<file path="src/rtl/player_pkg.sv">
// Shared types and constants for the player motion controller.
package player_pkg;

  typedef enum logic [1:0] {
    IDLE  = 2'd0,
    MOVE  = 2'd1,
    KNOCK = 2'd2
  } motion_state_t;

  localparam int EDGE_TOP    = 3;
  localparam int EDGE_LEFT   = 2;
  localparam int EDGE_RIGHT  = 1;
  localparam int EDGE_BOTTOM = 0;

  localparam int DEFAULT_FRAC_BITS = 6;

endpackage

</file>
<file path="src/rtl/speed_step.sv">
// Combinational saturating step of a signed speed toward a target.
// PLAYER_ACCEL_EN selects ramping; otherwise the target is taken directly.
module speed_step #(
  parameter int W = 18
) (
  input  logic signed [W-1:0] speed,
  input  logic signed [W-1:0] target,
  input  logic signed [W-1:0] step,
  output logic signed [W-1:0] next_speed
);

`ifdef PLAYER_ACCEL_EN
  logic signed [W-1:0] sum_up;
  logic signed [W-1:0] sum_dn;

  assign sum_up = speed + step;
  assign sum_dn = speed - step;

  // The step never overshoots; a reversal simply walks through zero.
  always_comb begin
    next_speed = target;
    if (speed < target) begin
      next_speed = (sum_up > target) ? target : sum_up;
    end else if (speed > target) begin
      next_speed = (sum_dn < target) ? target : sum_dn;
    end
  end
`else
  logic unused_inputs;

  assign unused_inputs = ^{speed, step};
  assign next_speed    = target;
`endif

endmodule

</file>
<file path="src/rtl/player_motion_fsm.sv">
// Per-frame horizontal player motion: ramped speed, bound clamp, sticky
// collision capture and timed knockback. Optional ramping via PLAYER_ACCEL_EN.
//
// state | meaning
// IDLE  | speed is zero, keys evaluated each frame
// MOVE  | speed nonzero, keys evaluated each frame
// KNOCK | fixed knock speed for KNOCK_FRAMES frames, keys and hits ignored
module player_motion_fsm
  import player_pkg::*;
#(
  parameter int INITIAL_X    = 280,
  parameter int INITIAL_Y    = 185,
  parameter int X_MIN        = 10,
  parameter int X_MAX        = 556,
  parameter int FRAC_BITS    = DEFAULT_FRAC_BITS,
  parameter int MAX_SPEED    = 128,
  parameter int ACCEL        = 16,
  parameter int FRICTION     = 16,
  parameter int KNOCK_SPEED  = 192,
  parameter int KNOCK_FRAMES = 8
) (
  input  logic               clk,
  input  logic               resetN,
  input  logic               startOfFrame,
  input  logic               moveLeft,
  input  logic               moveRight,
  input  logic               collision,
  input  logic [3:0]         HitEdgeCode,
  output logic signed [10:0] topLeftX,
  output logic signed [10:0] topLeftY,
  output logic signed [10:0] speedX,
  output logic               knockActive
);

  localparam int W  = 11 + FRAC_BITS + 1;
  localparam int CW = $clog2(KNOCK_FRAMES) + 1;

  localparam logic signed [W-1:0] X_LO     = W'(X_MIN * (2 ** FRAC_BITS));
  localparam logic signed [W-1:0] X_HI     = W'(X_MAX * (2 ** FRAC_BITS));
  localparam logic signed [W-1:0] INIT_FP  = W'(INITIAL_X * (2 ** FRAC_BITS));
  localparam logic signed [W-1:0] MAX_FP   = W'(MAX_SPEED);
  localparam logic signed [W-1:0] ACCEL_FP = W'(ACCEL);
  localparam logic signed [W-1:0] FRIC_FP  = W'(FRICTION);
  localparam logic signed [W-1:0] KNOCK_FP = W'(KNOCK_SPEED);
  localparam logic [CW-1:0]       CNT_LOAD = CW'(KNOCK_FRAMES - 1);

  motion_state_t       state, state_n;
  logic signed [W-1:0] pos, pos_n;
  logic signed [W-1:0] speed, speed_n;
  logic [CW-1:0]       cnt, cnt_n;
  logic                pending;
  logic [1:0]          edge_q;
  logic                knock_q;

  logic                pend_eff;
  logic [1:0]          edge_eff;
  logic signed [W-1:0] target;
  logic signed [W-1:0] step_sel;
  logic signed [W-1:0] stepped;
  logic signed [W-1:0] knock_dir;
  logic signed [W-1:0] mv;
  logic signed [W-1:0] sum;
  logic signed [W-1:0] pos_lim;
  logic                clamped;
  logic                unused_edges;

  assign unused_edges = ^{HitEdgeCode[EDGE_TOP], HitEdgeCode[EDGE_BOTTOM]};

  // A hit arriving on the tick cycle itself is honoured by that tick.
  assign pend_eff = pending | collision;
  assign edge_eff = collision ? {HitEdgeCode[EDGE_LEFT], HitEdgeCode[EDGE_RIGHT]} : edge_q;

  always_comb begin
    target = '0;
    if (!moveLeft && moveRight) begin
      target = -MAX_FP;
    end else if (moveLeft && !moveRight) begin
      target = MAX_FP;
    end
  end

  assign step_sel = (target != '0) ? ACCEL_FP : FRIC_FP;

  speed_step #(.W(W)) u_speed_step (
    .speed      (speed),
    .target     (target),
    .step       (step_sel),
    .next_speed (stepped)
  );

  always_comb begin
    knock_dir = -KNOCK_FP;
    if (edge_eff[1]) begin
      knock_dir = KNOCK_FP;
    end else if (edge_eff[0]) begin
      knock_dir = -KNOCK_FP;
    end else if (speed < 0) begin
      knock_dir = KNOCK_FP;
    end
  end

  always_comb begin
    mv = stepped;
    if (state == KNOCK) begin
      mv = speed;
    end else if (pend_eff) begin
      mv = knock_dir;
    end
  end

  assign sum = pos + mv;

  always_comb begin
    pos_lim = sum;
    clamped = 1'b0;
    if (sum > X_HI) begin
      pos_lim = X_HI;
      clamped = 1'b1;
    end else if (sum < X_LO) begin
      pos_lim = X_LO;
      clamped = 1'b1;
    end
  end

  always_comb begin
    state_n = state;
    pos_n   = pos;
    speed_n = speed;
    cnt_n   = cnt;
    if (startOfFrame) begin
      pos_n = pos_lim;
      case (state)
        KNOCK: begin
          // The entry tick is the first knock frame, so leave after the
          // remaining KNOCK_FRAMES-1 frames.
          if (cnt <= CW'(1)) begin
            cnt_n   = '0;
            speed_n = '0;
            state_n = IDLE;
          end else begin
            cnt_n = cnt - CW'(1);
          end
        end
        default: begin
          if (pend_eff) begin
            speed_n = knock_dir;
            cnt_n   = CNT_LOAD;
            state_n = KNOCK;
          end else begin
            speed_n = clamped ? '0 : stepped;
            state_n = (speed_n == '0) ? IDLE : MOVE;
          end
        end
      endcase
    end
  end

  always_ff @(posedge clk or negedge resetN) begin
    if (!resetN) begin
      state   <= IDLE;
      pos     <= INIT_FP;
      speed   <= '0;
      cnt     <= '0;
      knock_q <= 1'b0;
    end else begin
      state   <= state_n;
      pos     <= pos_n;
      speed   <= speed_n;
      cnt     <= cnt_n;
      knock_q <= (state_n == KNOCK);
    end
  end

  always_ff @(posedge clk or negedge resetN) begin
    if (!resetN) begin
      pending <= 1'b0;
      edge_q  <= '0;
    end else if (startOfFrame) begin
      pending <= 1'b0;
    end else if (collision) begin
      pending <= 1'b1;
      edge_q  <= {HitEdgeCode[EDGE_LEFT], HitEdgeCode[EDGE_RIGHT]};
    end
  end

  assign topLeftX    = pos[FRAC_BITS+10:FRAC_BITS];
  assign topLeftY    = 11'(INITIAL_Y);
  assign speedX      = speed[10:0];
  assign knockActive = knock_q;

endmodule

</file>
<file path="config.mk">
export PLATFORM = sky130hd
export DESIGN_NAME = player_motion_fsm
export DESIGN_NICKNAME = d
export VERILOG_FILES = /design/src/rtl/player_pkg.sv /design/src/rtl/speed_step.sv /design/src/rtl/player_motion_fsm.sv
export SDC_FILE = /design/constraint.sdc
export NUM_CORES = 1
export LEC_CHECK = 0
export ABC_AREA = 1
export BUFFER_PORTS_ARGS = -buffer_cell sky130_fd_sc_hd__buf_2
export CORE_UTILIZATION = 55
export DETAILED_ROUTE_END_ITERATION = 6
export PLACE_DENSITY_LB_ADDON = 0.2
export SLEW_MARGIN = 20
export SYNTH_ARGS = -nofsm -noshare
export SYNTH_HDL_FRONTEND = slang
export SYNTH_SLANG_ARGS = --single-unit
</file>
<file path="constraint.sdc">
create_clock -name clk -period 8.2 [get_ports clk]
set_input_delay 0.41 -clock clk [delete_from_list [all_inputs] [get_ports clk]]
set_output_delay 0.41 -clock clk [all_outputs]
set_load 0.02 [all_outputs]
</file>
==> flow_metrics.env, run 1 <==
export IMPL_nNetsFinal=347
export IMPL_io_pins=44
export IMPL_post_cts_setup_buffers=0
export IMPL_setup_viol=0
export IMPL_overflow=0
export IMPL_drive_gt1_share_pct=15.67
export IMPL_routed_wl_um=4133
export IMPL_final_cell_mix="79 x nand2_1, 44 x inv_1, 24 x buf_2"
export IMPL_clk_pin_slew_ns=0.09
export IMPL_grt_first_pass_wirelength_um=7141
export IMPL_start_util_pct=58.39
export IMPL_multi_input_area_um2=1207
export IMPL_status="finished, final reports clean"
export IMPL_dp_final_hpwl_um=3232
export IMPL_powerDensity_nw_per_um2=470.3
export IMPL_ctsResizeCount=0
export IMPL_wire_per_inst_um=11.26
export IMPL_fin_setup_tns_ns=0
export IMPL_drt_iter0_drc=97
export IMPL_finalCriticalPeriod_ns=3.693
export IMPL_tritoncts="yes"
export IMPL_maxSlewViolCount=0
export IMPL_clock_latency_ns=0.27
export IMPL_track_usage_pct=21.92
export IMPL_ant_nets=0
export IMPL_areaGrowthSynthToFinish_pct=2.061
export IMPL_layout_commonest_cell="nand2_1"
export IMPL_hold_viol=0
export IMPL_rsz0062_at_grt="false"
export IMPL_grt_max_degree=26
export IMPL_synth_edf_count=0
export IMPL_place_gp_congestion=0.8101
export IMPL_syn_cell_area_um2=2186
export IMPL_drt_pass1_iter_count=4
export IMPL_die_area_um2=4230
export IMPL_syn_inst=309
export IMPL_ys_warn_count=0
export IMPL_synth_cell_types=37
export IMPL_fp_coreArea_um2=3744
export IMPL_fmax_mhz=270.7
export IMPL_cp_arrival_ns=3.86
export IMPL_synth_area_leaders="dfrtp_1 25%, nand2_1 14%, buf_4 10%, ha_1 9.2%, inv_1 7.6%"
export IMPL_worstSetupPathType="flop to flop"
export IMPL_finalCritPeriodShare_pct=45.04
export IMPL_clock_skew_ns=0.002834
export IMPL_synth_flop_cell="dfrtp_1"
export IMPL_fp_dieW_um=65.04
export IMPL_final_util_pct=59.59
export IMPL_grt_pass1_vias=1629
export IMPL_portBuffers=24
export IMPL_required_ns=8.37
export IMPL_synth_top_cell_by_area="dfrtp_1"
export IMPL_syn_avg_cell_area_um2=7.074
export IMPL_cts_sinks=25
export IMPL_synth_seq_area_share_pct=28.79
export IMPL_cts_max_level=1
export IMPL_post_dp_cell_area_um2=2186
export IMPL_critical_path_endpoint_type="flop"
export IMPL_antenna_found_initial=0
export IMPL_ys_ff_latch=25
export IMPL_drc=0
export IMPL_vdd_drop_max_mv=0.2725
export IMPL_crit_fanout=8
export IMPL_via_count=1823
export IMPL_cts_buffers=3
export IMPL_design_area_um2=2231
export IMPL_clk_path_buf_depth=2
export IMPL_cts_hold_buf=0
export IMPL_synthArstFlopShare_pct=100.0
export IMPL_diodes=0
export IMPL_max_cap_violations=0
export IMPL_vias_per_cell=4.967
export IMPL_seqCellArea_um2=629.4
export IMPL_cts_root_buf="clkbuf_8"
export IMPL_die_y_um=65.04
export IMPL_num_fill_cells=389
export IMPL_hp_class="input port to asynchronous set/reset pin"
export IMPL_cp_start_kind="flop"
export IMPL_tightestPinTransition_ns=0.5693
export IMPL_synth_top_area_share_pct=25.19
export IMPL_cellLeakagePower_uw=0.001265
export IMPL_relSlewSlack_pct=61.81
export IMPL_row_count=22
-- metal layers --
layer  vias to the layer above  GRT usage, %  share of wire, %
li1                        967             -                 -
met1                       823         29.16                51
met2                        31         37.11                46
met3                         2         4.225               3.0
met4                         0         4.076              0.48
met5                         -             0                 0
-- report_power, final --
part           internal (µW)  leakage, µW  switching (µW)
combinational            262     0.000944             508
clock                   34.7    0.0000228            38.1
sequential               170     0.000299            35.7
total                    467      0.00127             582
-- worst max-delay path, cell delays in order (launching register included) --
cell      delay (ns)
dfrtp_1         0.39
nor2_1          0.32
inv_1           0.21
o21a_1          0.22
ha_1            0.22
fa_1            0.44
nand3_1         0.15
nand3b_1        0.09
nand2_1         0.12
inv_1           0.05
nor4_1          0.31
nand4_1         0.13
nor2_1          0.11
ha_1            0.26
inv_1           0.21
nand2_4         0.14
o21ai_0         0.23
-- state kept, by name, summed over array words and instances (netlist names) --
name and cells:
pos 12, pending 1, speed 3, knockActive 1, state 2, edge_q 2
cnt 4
-- cell usage after synthesis, types with 2 or more instances --
| library cell | number |
|---|---|
| a31oi_1 | 5 |
| o21bai_1 | 2 |
| nand2_1 | 79 |
| dfstp_2 | 3 |
| buf_4 | 30 |
| conb_1 | 2 |
| nand3b_1 | 2 |
| nor3_1 | 3 |
| o31ai_2 | 3 |
| nand3_1 | 16 |
| nor2_1 | 22 |
| ha_1 | 16 |
| or2_2 | 2 |
| inv_1 | 44 |
| o22ai_1 | 2 |
| nand2_2 | 7 |
| dfrtp_1 | 22 |
| nand3_2 | 2 |
| o21ai_0 | 12 |
| nor2_2 | 2 |
| nand2_4 | 2 |
| clkbuf_1 | 3 |
| nand4_1 | 5 |
| a21oi_1 | 10 |
-- cells by family (layout without fill, tap and decap cells) --
family	count (synthesis)	count (layout)	synth area share, %
and+or+nand+nor	144	144	29.48
buffers and inverters	78	73	18.55
AOI/OAI and AO/OA	41	41	11.96
DFF	25	25	28.79
adders and majority gates	17	17	10.07
other	2	17	0.3436
xor gates and xnor gates	2	2	0.8015
-- through the flow --
step	setup slack, ns	instances	hold slack (ns)	total power, µW
floorplan	5.105	324	0.1144	843.7
global placement	4.537	363	0.4322	963.2
detailed placement	4.492	363	0.4319	975.2
CTS	4.568	367	0.1368	1051
global route	4.167	367	0.1666	1170
finish	4.507	367	0.1229	1049
-- final cells by class --
| type | count | share of cell area (%) |
|---|---|---|
| multi-input cells | 221 | 54.12 |
| flip-flops and latches | 25 | 28.21 |
| inverters | 45 | 7.572 |
| repair buffers | 24 | 5.384 |
| well taps | 48 | 2.692 |
| clock buffers | 4 | 2.019 |
-- path summary, 6_finish.rpt --
check                                   endpoint             startpoint  slack, ns  depth (start not counted)
max                           pos[6]$_DFFE_PN0P_     state[0]$_DFF_PN0_       4.51                         16
min                        knockActive$_DFF_PN0_                 resetN       0.12                          1
max reg2reg                   pos[6]$_DFFE_PN0P_     state[0]$_DFF_PN0_       4.51                         16
min reg2reg                edge_q[1]$_DFFE_PN0N_  edge_q[1]$_DFFE_PN0N_       0.48                          2
max in group asynchronous    pos[10]$_DFFE_PN1P_                 resetN       7.70                          1
min in group clk           edge_q[0]$_DFFE_PN0N_         HitEdgeCode[1]       0.44                          3
(Power assumes the default switching activity.)
==> inputs of run 2 (changes only) <==
--- a/config.mk
+++ b/config.mk
@@ -7,7 +7,7 @@
 export LEC_CHECK = 0
 export ABC_AREA = 1
 export BUFFER_PORTS_ARGS = -buffer_cell sky130_fd_sc_hd__buf_2
-export CORE_UTILIZATION = 55
+export CORE_UTILIZATION = 50
 export DETAILED_ROUTE_END_ITERATION = 6
 export PLACE_DENSITY_LB_ADDON = 0.2
 export SLEW_MARGIN = 20
==> constraint.sdc (replaced) <==
create_clock -name clk -period 3 [get_ports clk]
set_input_delay 0.15 -clock clk [delete_from_list [all_inputs] [get_ports clk]]
set_output_delay 0.15 -clock clk [all_outputs]
set_load 0.02 [all_outputs]
==> run 2 against run 1 <==
- the run now ends with negative setup slack left
- maximum frequency is 8.8% higher
- global-route usage is 4.5 points higher
- final area is 36% higher
- clock skew is 0.0064 ns higher
- clock-buffer cell count is 1 lower
==> flow_metrics.env, run 2 (same netlist as run 1, synthesis figures left out) <==
export IMPL_grt_first_pass_wirelength_um=9252
export IMPL_ant_nets=0
export IMPL_clock_latency_ns=0.27
export IMPL_fp_coreArea_um2=4086
export IMPL_relSlewSlack_pct=61.47
export IMPL_num_fill_cells=304
export IMPL_clk_path_buf_depth=2
export IMPL_fmax_mhz=294.5
export IMPL_start_util_pct=53.49
export IMPL_setup_viol=15
export IMPL_largest_register_ffs=12
export IMPL_worstSetupPathType="flop to flop"
export IMPL_tightestPinTransition_ns=0.5780
export IMPL_vias_per_cell=5.172
export IMPL_required_ns=3.21
export IMPL_max_cap_violations=0
export IMPL_cp_arrival_ns=3.60
export IMPL_cts_max_level=1
export IMPL_fp_dieW_um=68.12
export IMPL_final_cell_mix="73 x buf_4, 71 x nand2_1, 42 x inv_1"
export IMPL_cts_buffers=3
export IMPL_r2r_start="edge_q[1]$_DFFE_PN0N_"
export IMPL_final_cells=447
export IMPL_tritoncts="yes"
export IMPL_critical_path_endpoint_type="flop"
export IMPL_grt_max_degree=26
export IMPL_grt_pass1_vias=2068
export IMPL_io_pins=44
export IMPL_die_y_um=68.12
export IMPL_diodes=0
export IMPL_drive_gt1_share_pct=40.05
export IMPL_portBuffers=24
export IMPL_crit_start="edge_q[1]$_DFFE_PN0N_"
export IMPL_nNetsFinal=425
export IMPL_dp_final_hpwl_um=4059
export IMPL_multi_input_area_um2=1396
export IMPL_drt_iter0_drc=155
export IMPL_violations="negative setup slack"
export IMPL_place_gp_congestion=0.8400
export IMPL_drt_pass1_iter_count=6
export IMPL_maxSlewViolCount=0
export IMPL_rsz0062_at_grt="true"
export IMPL_routed_wl_um=6333
export IMPL_cts_sinks=25
export IMPL_wire_per_inst_um=14.17
export IMPL_reg2reg_slack_ns=-0.40
export IMPL_finalCriticalPeriod_ns=3.395
export IMPL_crit_path_end="speed[7]$_DFFE_PN0P_"
export IMPL_crit_fanout=8
export IMPL_drc=0
export IMPL_layout_commonest_cell="buf_4"
export IMPL_areaGrowthSynthToFinish_pct=38.47
export IMPL_regMostFlops="pos"
export IMPL_row_count=23
export IMPL_finalCritPeriodShare_pct=113.2
export IMPL_via_count=2312
export IMPL_rr_worst_depth=24
export IMPL_clk_pin_slew_ns=0.09
export IMPL_die_area_um2=4640
export IMPL_cts_root_buf="clkbuf_8"
export IMPL_hold_viol=0
export IMPL_overflow=0
export IMPL_seqCellArea_um2=629.4
export IMPL_track_usage_pct=26.38
export IMPL_clock_skew_ns=0.009231
export IMPL_antenna_found_initial=0
export IMPL_cp_start_kind="flop"
export IMPL_reg_top3="pos (12), cnt (4), speed (3)"
export IMPL_hp_class="input port to flop"
export IMPL_dp_cells=411
export IMPL_status="complete, but fails checks"
export IMPL_fin_ws_ns=-0.3955
export IMPL_regToRegEndpoint="speed[7]$_DFFE_PN0P_"
## run 2: cell types whose count changed in the layout (fill, tap and decap cells not counted), sizes merged
| cell | delta |
|---|---|
| buf | +77 |
| clkbuf | -1 |
| clkinv | +1 |
| dlygate4sd3 | +1 |
## run 2: repair_timing
item                                   in CTS  in global routing
endpoints found under the hold margin      22                  0
setup endpoints to repair                  15                 16
resized for setup                          23                 22
buffers inserted                           21                 12
pin swaps                                   6                 10
hold buffers                                1                  0
## run 2: worst max-delay path, stage by stage, from the launching register on
cell and delay [ns]:
dfrtp_1 0.38, or2_1 0.23, o21ai_2 0.07, nand2_2 0.09
nand2_2 0.08, nand2_2 0.10, nand2_8 0.14, ha_4 0.23
nand2_1 0.07, nand2_1 0.09, a21oi_2 0.22, nand2_4 0.08
nand2_2 0.07, nand2_1 0.06, nand2_1 0.07, nand2_2 0.07
nor4_2 0.13, nand4_1 0.13, nor2_1 0.18, ha_1 0.31
inv_2 0.14, nand2_4 0.11, nor2_1 0.13, o21bai_1 0.08
nand2_1 0.06
## run 2: layout make-up
| cell class | instances | share of cell area, % |
|---|---|---|
| Tap cell | 50 | 2.067 |
| Clock buffer | 3 | 1.364 |
| Multi-Input combinational cell | 221 | 46.13 |
| Inverter | 45 | 5.581 |
| Clock inverter | 1 | 0.1654 |
| Timing Repair Buffer | 102 | 23.89 |
| Sequential cell | 25 | 20.79 |
## run 2: metal layers
| metal | wire length (µm) | track usage, % |
|---|---|---|
| met4 | 171 | 5.208 |
| met2 | 3107 | 44.36 |
| met3 | 345 | 4.667 |
| met1 | 2709 | 35.13 |
| met5 | 0 | 0 |
## run 2: through the flow
| step | setup slack [ns] | area (µm²) | hold slack (ns) | util [%] | TNS (ns) |
|---|---|---|---|---|---|
| after floorplan | 0.008719 | 2247 | -0.1456 | - | 0 |
| after global placement | -0.2250 | 2539 | 0.1746 | 62.12 | -2.467 |
| after detailed placement | -0.3563 | 2539 | 0.1729 | 62.12 | -4.417 |
| after CTS | -0.1426 | 2872 | 0.1951 | 70.27 | -1.208 |
| after global routing | -0.6447 | 3027 | 0.2562 | 74.07 | -8.516 |
| final | -0.3955 | 3027 | 0.2308 | 74.07 | -4.850 |
## run 2: worst min path at each step
stage | start | endpoint | slack (ns) | cells past startpoint
CTS | HitEdgeCode[2] | edge_q[1]$_DFFE_PN0N_ | 0.20 | 3
global placement | resetN | edge_q[0]$_DFFE_PN0N_ | 0.17 | 1
finish | collision | edge_q[0]$_DFFE_PN0N_ | 0.23 | 4
global route | HitEdgeCode[1] | edge_q[0]$_DFFE_PN0N_ | 0.26 | 4
floorplan | resetN | cnt[0]$_DFFE_PN0P_ | -0.15 | 0
detailed placement | resetN | edge_q[0]$_DFFE_PN0N_ | 0.17 | 1
Power of run 2 is left out: the tool's default activity adds up to more than one toggle a clock period on the data nets, which glitch-free logic cannot reach.
==> inputs of run 3 (changes only) <==
--- a/config.mk
+++ b/config.mk
@@ -7,7 +7,8 @@
 export LEC_CHECK = 0
 export ABC_AREA = 1
 export BUFFER_PORTS_ARGS = -buffer_cell sky130_fd_sc_hd__buf_2
-export CORE_UTILIZATION = 50
+export CORE_UTILIZATION = 39
+export CTS_CLUSTER_DIAMETER = 60
 export DETAILED_ROUTE_END_ITERATION = 6
 export PLACE_DENSITY_LB_ADDON = 0.2
 export SLEW_MARGIN = 20
==> run 3 against run 2 <==
- the run still ends with negative setup slack left
- critical path depth is 2 lower
- final area down 5.0%
- worst hold slack got worse by 0.021 ns
- core utilization shrank 19 points
- sequential share of layout area increased by 1.1 points
- register-to-register slack improved by 0.13 ns
- setup slack improved by 0.13 ns
- clock-buffer cell count rose by 1
- global-route usage down 8.2 points
- wire length fell by 19%
- maximum frequency rose by 4.0%
- highest routed layer unchanged
==> flow_metrics.env, run 3 (same netlist as run 1, synthesis figures left out) <==
export IMPL_status="complete, but fails checks"
export IMPL_violations="negative setup slack"
export IMPL_fin_hold_ws_ns=0.2097
export IMPL_worstSetupPathType="flop to flop"
export IMPL_maxSlewViolCount=0
export IMPL_diodes=0
export IMPL_die_y_um=76.87
export IMPL_gr_usage_met2_pct=31.34
export IMPL_overflow=0
export IMPL_dp_final_hpwl_um=3993
export IMPL_final_cells=445
export IMPL_crit_fanout=3
export IMPL_hp_class="input port to flop"
export IMPL_track_usage_pct=18.14
export IMPL_regMostFlops="pos"
export IMPL_design_area_um2=2875
export IMPL_cp_start_kind="flop"
export IMPL_portBuffers=24
export IMPL_fp_dieW_um=76.87
export IMPL_row_count=26
export IMPL_post_dp_cell_area_um2=2571
export IMPL_dp_cells=432
export IMPL_drc=0
export IMPL_place_gp_congestion=0.8260
export IMPL_fp_coreArea_um2=5238
export IMPL_grt_busiest_layer="met2"
export IMPL_grt_max_degree=26
export IMPL_hold_viol=0
export IMPL_clk_path_buf_depth=2
export IMPL_critical_path_endpoint_type="flop"
export IMPL_cts_max_level=1
export IMPL_cp_arrival_ns=3.46
export IMPL_clock_latency_ns=0.26
export IMPL_grt_pass1_vias=1956
export IMPL_clock_skew_ns=0.0009346
export IMPL_max_cap_violations=0
export IMPL_cts_root_buf="clkbuf_8"
export IMPL_finalCriticalPeriod_ns=3.265
export IMPL_grt_first_pass_wirelength_um=8749
export IMPL_tritoncts="yes"
export IMPL_cts_sinks=25
export IMPL_fin_setup_tns_ns=-3.001
export IMPL_required_ns=3.19
export IMPL_setup_viol=15
export IMPL_reg_top3="pos (12), cnt (4), speed (3)"
export IMPL_met1_usage_pct=24.50
export IMPL_finalCritPeriodShare_pct=108.8
export IMPL_areaGrowthSynthToFinish_pct=31.54
export IMPL_seqCellArea_um2=629.4
export IMPL_final_cell_mix="73 x nand2_1, 53 x buf_4, 41 x inv_1"
export IMPL_ant_nets=0
export IMPL_nNetsFinal=403
export IMPL_via_count=2076
export IMPL_io_pins=44
export IMPL_multi_input_area_um2=1383
export IMPL_vias_per_cell=4.665
export IMPL_drt_iter0_drc=101
export IMPL_largest_register_ffs=12
export IMPL_antenna_found_initial=0
export IMPL_fin_ws_ns=-0.2654
export IMPL_die_area_um2=5908
export IMPL_cts_buffers=3
export IMPL_relSlewSlack_pct=62.30
export IMPL_routed_wl_um=5123
export IMPL_num_fill_cells=519
export IMPL_rsz0062_at_grt="true"
export IMPL_layout_commonest_cell="nand2_1"
export IMPL_tightestPinTransition_ns=0.5655
export IMPL_clk_pin_slew_ns=0.08
export IMPL_drive_gt1_share_pct=34.67
export IMPL_wire_per_inst_um=11.51
export IMPL_fmax_mhz=306.2
export IMPL_drt_pass1_iter_count=4
export IMPL_use_met3_pct=2.857
export IMPL_start_util_pct=41.73
-- run 3: changes by cell type in the layout (fill, tap and decap cells not counted), sizes merged --
| cell | before | now |
|---|---|---|
| buf | 101 | 79 |
| clkinv | 2 | 1 |
| clkbuf | 3 | 4 |
-- run 3: critical path, stage by stage (launching register included) --
cell and delay [ns]:
dfrtp_1 0.38, or2_1 0.24, o21ai_2 0.08, nand2_2 0.08
nand2_2 0.10, inv_2 0.05, a21oi_2 0.12, a21oi_2 0.09
ha_1 0.32, nand3_2 0.09, nand3_2 0.09, nand2_2 0.10
nand2_2 0.07, nand2_2 0.07, nand2_1 0.05, nand2_1 0.06
nand2_2 0.07, nor4_2 0.17, nand4_1 0.18, nor2_4 0.14
ha_4 0.22, or2_2 0.30, a31oi_1 0.13
-- run 3: path summary, 6_finish.rpt --
path | startpoint | to | slack, ns | cells past startpoint
max | edge_q[1]$_DFFE_PN0N_ | pos[8]$_DFFE_PN0P_ | -0.27 | 22
min | HitEdgeCode[2] | edge_q[1]$_DFFE_PN0N_ | 0.21 | 3
max reg2reg | edge_q[1]$_DFFE_PN0N_ | pos[8]$_DFFE_PN0P_ | -0.27 | 22
min reg2reg | cnt[1]$_DFFE_PN0P_ | cnt[1]$_DFFE_PN0P_ | 0.53 | 2
max in group asynchronous | resetN | pos[14]$_DFFE_PN1P_ | 2.22 | 2
min in group asynchronous | resetN | cnt[3]$_DFFE_PN0P_ | 0.41 | 2
-- run 3: cell type report --
cell class	instances	area share (%)
repair buffers	80	19.45
clock buffers	4	1.567
inverters	45	5.962
multi-input cells	221	48.09
well taps	70	3.046
flip-flops and latches	25	21.89
-- run 3: per-layer routing --
metal	up-vias	part of all wire [%]
li1	1090	-
met1	944	47
met2	40	49
met3	2	3.7
met4	0	0.25
met5	-	0
-- run 3: metrics by stage --
| stage | utilization [%] | worst slack [ns] |
|---|---|---|
| 2_1_floorplan | - | 0.008719 |
| 3_3_place_gp | 49.09 | -0.2113 |
| 3_5_place_dp | 49.09 | -0.3521 |
| 4_1_cts | 52.56 | -0.1669 |
| 5_1_grt | 54.90 | -0.4237 |
| 6_report | 54.90 | -0.2654 |
-- run 3: repair_timing --
item,CTS,global route
hold buffers,1,0
pin swaps,9,15
resized for setup,24,12
setup endpoints to repair,15,16
hold endpoints to repair,22,0
buffers inserted,3,5
Power of run 3 is left out for the same reason.
